`config.mk`:
```
export PLATFORM = sky130hd
export DESIGN_NAME = intersection_scheduler
export DESIGN_NICKNAME = d
export VERILOG_FILES = /design/src/rtl/intersection_scheduler.sv
export SDC_FILE = /design/constraint.sdc
export NUM_CORES = 1
export LEC_CHECK = 0
export CAP_MARGIN = 20
export CORE_ASPECT_RATIO = 1.25
export CORE_MARGIN = 2
export CORE_UTILIZATION = 46
export CTS_CLUSTER_DIAMETER = 30
export DETAILED_ROUTE_END_ITERATION = 12
export PLACE_DENSITY = 0.68
export SLEW_MARGIN = 20
export SYNTH_ARGS = -nofsm -noshare
export SYNTH_HDL_FRONTEND = slang
export SYNTH_SLANG_ARGS = --single-unit
export TNS_END_PERCENT = 30
```
`constraint.sdc`:
```
create_clock -name CLK -period 2.48 [get_ports CLK]
set_input_delay 0.248 -clock CLK [delete_from_list [all_inputs] [get_ports CLK]]
set_output_delay 0.248 -clock CLK [all_outputs]
set_load 0.05 [all_outputs]
```
`src/rtl/intersection_scheduler.sv`:
```
// intersection_scheduler
//   Fixed-time sequencer for two vehicle signal heads (road A, road B) and one
//   shared pedestrian crossing, with all-red clearance between every road
//   change. A prescaler divides CLK into 1 ms ticks; a phase timer counts ticks.
//   Pedestrian requests are synchronised, edge-detected, latched, and served
//   at the next all-red boundary.
//
//   Optional feature macro: NIGHT_FLASH_EN
//     defined   : en=0 forces FLASH (both yellows blink at 500 ms), en=1 resumes via AR_B
//     undefined : en=0 pauses state, prescaler and timer; FLASH is unreachable
//
// Ports
//   CLK       in   system clock (10 kHz nominal), posedge
//   reset     in   synchronous, active-high
//   en        in   run enable
//   ped_req   in   asynchronous pedestrian button, active-high
//   a_green/a_yellow/a_red   out  road A lamps
//   b_green/b_yellow/b_red   out  road B lamps
//   walk      out  pedestrian walk lamp
//   ped_wait  out  pedestrian request latched, not yet served
//   phase     out  current state code
module intersection_scheduler #(
   parameter int CLK_DIV   = 10,
   parameter int T_GREEN_A = 8000,
   parameter int T_GREEN_B = 5000,
   parameter int T_YELLOW  = 2000,
   parameter int T_ALLRED  = 1000,
   parameter int T_WALK    = 6000,
   parameter int TW        = 16
) (
   input  logic       CLK,
   input  logic       reset,
   input  logic       en,
   input  logic       ped_req,
   output logic       a_green,
   output logic       a_yellow,
   output logic       a_red,
   output logic       b_green,
   output logic       b_yellow,
   output logic       b_red,
   output logic       walk,
   output logic       ped_wait,
   output logic [2:0] phase
);

   localparam int PW      = (CLK_DIV > 1) ? $clog2(CLK_DIV) : 1;
   localparam int T_FLASH = 500;

   typedef enum logic [2:0] {
      A_GRN = 3'd0,
      A_YEL = 3'd1,
      AR_A  = 3'd2,
      B_GRN = 3'd3,
      B_YEL = 3'd4,
      AR_B  = 3'd5,
      WALK  = 3'd6,
      FLASH = 3'd7
   } state_t;

   typedef enum logic {
      ROAD_A = 1'b0,
      ROAD_B = 1'b1
   } road_t;

   state_t          state, state_n;
   road_t           after_walk, after_n;
   logic [PW-1:0]   presc, presc_n;
   logic [TW-1:0]   timer, timer_n;
   logic [TW-1:0]   dur_m1;
   logic            pw_n;
   logic [2:0]      sync;
   logic            tick, expire, rise;
`ifdef NIGHT_FLASH_EN
   logic            flash_on, flash_n;
`endif

   always_ff @(posedge CLK) begin
      if (reset) begin
         state      <= AR_B;
         presc      <= '0;
         timer      <= '0;
         ped_wait   <= 1'b0;
         after_walk <= ROAD_A;
         sync       <= '0;
`ifdef NIGHT_FLASH_EN
         flash_on   <= 1'b0;
`endif
      end else begin
         state      <= state_n;
         presc      <= presc_n;
         timer      <= timer_n;
         ped_wait   <= pw_n;
         after_walk <= after_n;
         sync       <= {sync[1:0], ped_req};
`ifdef NIGHT_FLASH_EN
         flash_on   <= flash_n;
`endif
      end
   end

   // Last timer value (in ticks) of the current state.
   always_comb begin
      dur_m1 = '0;
      case (state)
         A_GRN:       dur_m1 = TW'(T_GREEN_A - 1);
         B_GRN:       dur_m1 = TW'(T_GREEN_B - 1);
         A_YEL,B_YEL: dur_m1 = TW'(T_YELLOW - 1);
         AR_A, AR_B:  dur_m1 = TW'(T_ALLRED - 1);
         WALK:        dur_m1 = TW'(T_WALK - 1);
         FLASH:       dur_m1 = TW'(T_FLASH - 1);
         default:     dur_m1 = '0;
      endcase
   end

   always_comb begin
      state_n = state;
      presc_n = presc;
      timer_n = timer;
      after_n = after_walk;
      tick    = (presc == PW'(CLK_DIV - 1));
      expire  = tick && (timer == dur_m1);
      // sync[1] is the synchronised button, sync[2] its previous value
      rise    = sync[1] & ~sync[2];
      pw_n    = ped_wait | (rise && (state != WALK));
`ifdef NIGHT_FLASH_EN
      flash_n = flash_on;
      if (!en) begin
         pw_n = 1'b0;
         if (state != FLASH) begin
            state_n = FLASH;
            presc_n = '0;
            timer_n = '0;
            flash_n = 1'b1;
         end else if (expire) begin
            presc_n = '0;
            timer_n = '0;
            flash_n = ~flash_on;
         end else if (tick) begin
            presc_n = '0;
            timer_n = timer + 1'b1;
         end else begin
            presc_n = presc + 1'b1;
         end
      end else if (state == FLASH) begin
         state_n = AR_B;
         presc_n = '0;
         timer_n = '0;
         pw_n    = 1'b0;
      end else begin
`else
      if (en) begin
`endif
         // Normal fixed-time cycle; both build variants share this body.
         if (expire) begin
            presc_n = '0;
            timer_n = '0;
            case (state)
               A_GRN: state_n = A_YEL;
               A_YEL: state_n = AR_A;
               AR_A: begin
                  if (ped_wait) begin
                     state_n = WALK;
                     after_n = ROAD_B;
                     pw_n    = 1'b0;
                  end else begin
                     state_n = B_GRN;
                  end
               end
               B_GRN: state_n = B_YEL;
               B_YEL: state_n = AR_B;
               AR_B: begin
                  if (ped_wait) begin
                     state_n = WALK;
                     after_n = ROAD_A;
                     pw_n    = 1'b0;
                  end else begin
                     state_n = A_GRN;
                  end
               end
               WALK:    state_n = (after_walk == ROAD_B) ? B_GRN : A_GRN;
               default: state_n = AR_B;
            endcase
         end else if (tick) begin
            presc_n = '0;
            timer_n = timer + 1'b1;
         end else begin
            presc_n = presc + 1'b1;
         end
      end
   end

   // Lamp decode of the registered state.
   always_comb begin
      a_green  = 1'b0;
      a_yellow = 1'b0;
      a_red    = 1'b0;
      b_green  = 1'b0;
      b_yellow = 1'b0;
      b_red    = 1'b0;
      walk     = 1'b0;
      case (state)
         A_GRN: begin a_green = 1'b1; b_red = 1'b1; end
         A_YEL: begin a_yellow = 1'b1; b_red = 1'b1; end
         AR_A, AR_B: begin a_red = 1'b1; b_red = 1'b1; end
         B_GRN: begin a_red = 1'b1; b_green = 1'b1; end
         B_YEL: begin a_red = 1'b1; b_yellow = 1'b1; end
         WALK:  begin a_red = 1'b1; b_red = 1'b1; walk = 1'b1; end
         FLASH: begin
`ifdef NIGHT_FLASH_EN
            a_yellow = flash_on;
            b_yellow = flash_on;
`endif
         end
         default: begin a_red = 1'b1; b_red = 1'b1; end
      endcase
   end

   assign phase = state;

endmodule

```
==> run_results.csv, run 1 <==
group,metric,value,unit
placement,io_buffers,14,
die,dieArea,0.00462,sq mm
hold_path,worstHoldStart,"sync[0]",
timing,tightest_slew,0.559,ns
power_and_ir_drop,p_total,1060,uW
power_and_ir_drop,leakage,0.000864,uW
setup_path,criticalPathCategory,"reg2out",
logic_synthesis,synth_area,0.00188,sq mm
placement,hpwlAfterDp,2.44,mm
power_and_ir_drop,power_frac_clock,40.2,%
timing,rsz0062_at_grt,"no",
layout,final_cell_mix,"dfxtp_1 (36), nor2_1 (26), clkdlybuf4s50_1 (14)",
detailed_routing,drtIter0Drc,52,
layout,nNetsFinal,234,
layout,fin_area,0.00221,sq mm
detailed_routing,wl,3.35,mm
layout,drive_gt1_share,12.1,%
layout,area_growth,17.5,%
setup_path,end_kind,"output pin",
logic_synthesis,synth_xor_area_share,10.7,%
detailed_routing,route.met2.wl,1.61,mm
clocking,tritoncts,"yes",
detailed_routing,ant_nets,0,
grt,grt_usage,16.0,%
logic_synthesis,ys_ff_latch,36,
logic_synthesis,syn_nets,215,
power_and_ir_drop,powerDensity,479,mW/mm^2
clocking,clockBufferDepth,2,
setup_path,cp_slowest_cell,"clkdlybuf4s50_1",
hold_path,hold_path_class,"reg2reg",
logic_synthesis,synth_compound_area_share,6.99,%
die,die_w,61.2,um
hold_path,hold_end,"sync[1]",
logic_synthesis,synth.avg_cell_area,9.26,sq um
power_and_ir_drop,p_sw,228,uW
setup_path,path_max_fanout,17,
timing,hold_slack,0.442,ns
setup_path,critPathLaunchType,"register",
placement,gp_congestion,0.790,
logic_synthesis,synth_top_family_by_area,"simple AND/OR/NAND/NOR gates",
setup_path,r2r_slack,0.23,ns
setup_path,required,2.23,ns
timing,layout_worst_path_cycle_share,93.1,%
run,max_cap_viol_count,0,
timing,slew_violations,0,
grt,grt_first_pass_wirelength,5.58,mm
setup_path,r2r_start,"timer[10]",
clocking,numCtsBuffers,5,
logic_synthesis,synthCells,203,
setup_path,cpPeakStageDelay,0.83,ns
logic_synthesis,synth-simple-area-share,29.2,%
clocking,clk-insertion-delay-late,0.28,ns
hold_path,hold-path-cell-count,1,
placement,placed_area,0.00211,sq mm
die,core,0.00400,sq mm
power_and_ir_drop,p_comb_share,4.0,%
power_and_ir_drop,pwr-share-seq,55.8,%
timing,period_needed,2.31,ns
detailed_routing,top_layer,"met4",
logic_synthesis,synth-warning-count,0,
setup_path,crit_arrival,2.06,ns
logic_synthesis,muxShareOfSynthArea,5.53,%
grt,grt_pass1_vias,1262,
logic_synthesis,synth.yosys.seq_area_share,38.3,%
timing,max_freq,433,MHz
outcome,outcome,"finished clean",
die,initial_utilization,47.0,%
clocking,hold_buffers,0,
clocking,clk_pin_slew,0.07,ns
timing,relSlewSlack,62.8,%
setup_path,ff2ff_path_depth,7,
die,ios,15,
logic_synthesis,async_reset_ff_share,0,%
layout,mostFrequentLayoutCell,"dfxtp_1",
clocking,clock_sinks,36,
grt,grt_max_degree,18,
detailed_routing,wl_met1,1.57,mm
clocking,postCtsSetupBuffers,0,
logic_synthesis,synthAdderAreaFrac,5.33,%
timing,finalSetupTns,0,ns
timing,hold_viol_final,0,
timing,finalSetupViolCount,0,
power_and_ir_drop,p_int,830,uW
power_and_ir_drop,vdd_ir_drop_max,0.000397,V
detailed_routing,route.detailed.drc,0,
logic_synthesis,ys_types,50,
die,die-height,75.5,um
detailed_routing,num_vias,1407,
detailed_routing,met3_length,119,um
clocking,cts_root_buf,"clkbuf_8",
logic_synthesis,ys.flop_type,"dfxtp_1",
power_and_ir_drop,netSwitchingFraction,21.5,%
grt,antenna_found_initial,0,
setup_path,r2r_end,"dur_m1[4]",
logic_synthesis,synth_enable_flop_cells,0,
setup_path,cp_cell_sequence,"nor3b_4 -> a21oi_2 -> clkdlybuf4s50_1",
die,core.rowCount,26,
detailed_routing,first_pass_iters,4,
detailed_routing,via_per_inst,5.04,
layout,antenna_cells,0,
timing,skew,0.00279,ns
grt,overflow,0,
clocking,h-tree-depth,2,
detailed_routing,wl_per_cell,12.0,um
-- worst max-delay path, delay by kind of cell (launching register included) --
kind	cells	cell delay (ns)
compound gates	1	0.18
flops	1	0.67
buf+inv	1	0.83
simple gates	1	0.09
-- cell usage after synthesis, types with 2 or more instances --
master	n	area share, %
nand3b_1	3	1.2
nand4_1	8	2.7
mux2i_1	4	2.1
clkbuf_1	5	1.0
and2_1	3	1.0
and3b_1	2	0.93
nor3b_1	3	1.2
ha_1	8	5.3
inv_1	5	1.0
o21a_1	3	1.2
xnor2_1	10	4.7
nor2b_1	7	2.3
nand3_1	7	1.9
xor2_1	13	6.1
mux2_4	2	1.6
nor3_1	6	1.6
dfxtp_1	36	38
a21oi_1	3	0.80
nand2b_1	7	2.3
nand2_1	9	1.8
buf_2	3	0.80
nor2_1	26	5.2
nor4_1	2	0.67
and3_1	2	0.67
-- per-stage QoR --
stage                     util (%)  instances  setup WS [ns]
after floorplan                  -        203        -0.0193
after global placement        52.8        271          0.145
after detailed placement      52.8        271         0.0819
after CTS                     55.0        279          0.153
after global routing          55.2        279         0.0485
final                         55.2        279          0.172
-- routing by layer --
metal	up-vias	GRT usage, %
met2	20	26.1
li1	731	-
met4	0	5.07
met3	6	4.75
met1	650	20.2
met5	-	0
-- logic make-up (layout without fill, tap and decap cells) --
family	Yosys count	in the layout
AOI/OAI and AO/OA	16	16
and+or+nand+nor	96	96
muxes	8	8
DFF	36	36
buffers and inverters	16	36
adders and majority gates	8	8
xor gates and xnor gates	23	23
-- what timing repair did --
| action | 4_1_cts | 5_1_grt |
|---|---|---|
| resized for setup | 0 | 1 |
| setup endpoints to repair | 0 | 1 |
| endpoints found under the hold margin | 0 | 0 |
-- final cells by class --
type                            instances  area, sq um
Fill cell                             388         1790
Inverter                                7         28.8
Clock buffer                            8         90.1
Sequential cell                        36          721
Timing Repair Buffer                   21          193
Tap cell                               56         70.1
Multi-Input combinational cell        151         1110
-- worst max-delay path by stage --
stage	start	to	slack (ns)	cells past startpoint
after CTS	phase[1]	b_red	0.15	3
after detailed placement	en	dur_m1[4]	0.08	8
after global routing	presc[1]	dur_m1[4]	0.05	9
after global placement	en	dur_m1[4]	0.14	8
final	phase[0]	b_red	0.17	3
after floorplan	phase[0]	a_yellow	-0.02	2
-- power by group through the flow --
| stage | Clock, uW | Combinational (uW) | Sequential, uW |
|---|---|---|---|
| floorplan | 0 | 23.5 | 605 |
| global placement | 0 | 42.1 | 603 |
| detailed placement | 0 | 42.1 | 604 |
| CTS | 440 | 42.6 | 590 |
| global route | 457 | 47.1 | 591 |
| finish | 425 | 42.4 | 590 |
-- state kept, by name (all words and copies together) (netlist names) --
name and flops:
phase 3, timer 16, after_walk 1, ped_wait 1
presc 4, dur_m1 8, sync 3
Note: power is estimated with default switching activity, not from simulation.
==> run 2, diff against run 1 <==
Settings changed: CORE_ASPECT_RATIO 1.25 to 1.5.
==> run 2 against run 1 <==
Combinational power hardly changed. Utilization rose by 1.1 points. Sequential power barely moved. Via count decreased by 2.7%. Maximum frequency is 1.8% lower. Clock power up 4.9%. Clock-buffer cell count down 1. Sequential share of layout area is essentially flat. Non-clock buffer count is 1 higher. Final cell count fell by 3.9%. Sequential cell count stayed put.
==> run_results.csv, run 2 (synthesis results as in run 1) <==
group,metric,value,unit
outcome,outcome,"finished clean",
layout,final_cell_mix,"dfxtp_1 (35), nor2_1 (26), clkdlybuf4s50_1 (14)",
layout,nNetsFinal,235,
grt,antenna_found_initial,0,
hold_path,worstHoldStart,"sync[0]",
die,dieArea,0.00462,sq mm
layout,drive_gt1_share,13.5,%
power_and_ir_drop,vdd_ir_drop_max,0.000403,V
timing,skew,0.00933,ns
power_and_ir_drop,netSwitchingFraction,21.1,%
die,core,0.00392,sq mm
hold_path,hold_path_class,"reg2reg",
setup_path,cpPeakStageDelay,0.84,ns
timing,finalSetupViolCount,0,
die,ios,15,
die,core.rowCount,28,
grt,grt_pass1_vias,1290,
power_and_ir_drop,p_int,851,uW
clocking,numCtsBuffers,5,
clocking,clockBufferDepth,2,
timing,period_needed,2.35,ns
placement,gp_congestion,0.779,
layout,fin_area,0.00221,sq mm
placement,placed_area,0.00211,sq mm
setup_path,critPathLaunchType,"register",
clocking,clk_pin_slew,0.07,ns
detailed_routing,via_per_inst,5.11,
timing,relSlewSlack,61.6,%
timing,max_freq,425,MHz
timing,tightest_slew,0.576,ns
clocking,cts_root_buf,"clkbuf_8",
clocking,clk-insertion-delay-late,0.29,ns
timing,rsz0062_at_grt,"no",
setup_path,crit_arrival,2.10,ns
layout,largest_reg_flops,16,
setup_path,setup.worst_path.start,"phase[0]",
layout,mostFrequentLayoutCell,"dfxtp_1",
timing,finalSetupTns,0,ns
die,die_w,56.2,um
detailed_routing,wl,3.40,mm
setup_path,criticalPathCategory,"reg2out",
power_and_ir_drop,p_comb_share,3.9,%
setup_path,cp_cell_sequence,"nor3b_4 -> a21oi_2 -> clkdlybuf4s50_1",
grt,grt_first_pass_wirelength,5.82,mm
detailed_routing,drtIter0Drc,28,
die,die-height,82.3,um
layout,regMostFlops,"timer",
timing,layout_worst_path_cycle_share,94.8,%
detailed_routing,route.detailed.drc,0,
power_and_ir_drop,p_sw,228,uW
setup_path,required,2.23,ns
clocking,postCtsSetupBuffers,0,
clocking,h-tree-depth,2,
timing,slew_violations,0,
die,initial_utilization,47.9,%
layout,area_growth,17.6,%
clocking,hold_buffers,0,
grt,grt_usage,16.3,%
placement,io_buffers,14,
clocking,tritoncts,"yes",
timing,hold_viol_final,0,
setup_path,end_kind,"output pin",
detailed_routing,num_vias,1369,
run,max_cap_viol_count,0,
setup_path,critPathTopFamily,"buffers and inverters",
detailed_routing,first_pass_iters,4,
setup_path,cp_slowest_cell,"clkdlybuf4s50_1",
setup_path,path_buf_inv,1,
grt,grt_max_degree,18,
grt,overflow,0,
power_and_ir_drop,power_frac_clock,41.3,%
power_and_ir_drop,powerDensity,488,mW/mm^2
power_and_ir_drop,leakage,0.000873,uW
setup_path,r2r_start,"timer[2]",
detailed_routing,wl_per_cell,12.7,um
placement,hpwlAfterDp,2.51,mm
power_and_ir_drop,p_total,1080,uW
detailed_routing,ant_nets,0,
layout,antenna_cells,0,
power_and_ir_drop,pwr-share-seq,54.8,%
setup_path,path_max_fanout,17,
clocking,clock_sinks,36,
[run 2: layout make-up]
class / instances / area, sq um
Timing Repair Buffer: 22 / 200
Sequential cell: 36 / 722
Inverter: 7 / 28.8
Fill cell: 368 / 1710
Multi-Input combinational cell: 151 / 1110
Clock buffer: 7 / 96.3
Tap cell: 45 / 56.3
[run 2: per-layer routing]
| layer | routed length (um) | vias up | GRT usage (%) |
|---|---|---|---|
| li1 | - | 732 | - |
| met1 | 1460 | 608 | 17.2 |
| met2 | 1750 | 21 | 29.8 |
| met3 | 120 | 8 | 4.05 |
| met4 | 74 | 0 | 8.81 |
| met5 | 0 | - | 0 |
[run 2: power groups by stage]
stage | clock network [uW] | logic (uW) | registers (uW)
floorplan | 0 | 23.5 | 605
global placement | 0 | 41.8 | 603
detailed placement | 0 | 42.5 | 604
CTS | 458 | 42.9 | 591
global route | 478 | 47.8 | 591
finish | 446 | 42.1 | 591
[run 2: final timing paths]
kind                                   to  slack, ns  cells past startpoint
worst max register to register  dur_m1[4]       0.24                      7
worst min-delay path              sync[1]       0.46                      1
worst max-delay path                b_red       0.13                      3
worst min register to register    sync[1]       0.46                      1
[run 2: per-stage QoR]
stage	cells	setup slack [ns]	hold WS [ns]	util [%]
2_1_floorplan	203	-0.0193	0.343	-
3_3_place_gp	261	0.140	0.436	53.7
3_5_place_dp	261	0.0860	0.429	53.7
4_1_cts	268	0.0774	0.460	56.1
5_1_grt	268	0.0254	0.472	56.3
6_report	268	0.129	0.457	56.3
[run 2: repair_timing]
action / in CTS / in global routing
resized for setup: 0 / 2
hold endpoints to repair: 0 / 0
endpoints found under the setup margin: 0 / 2
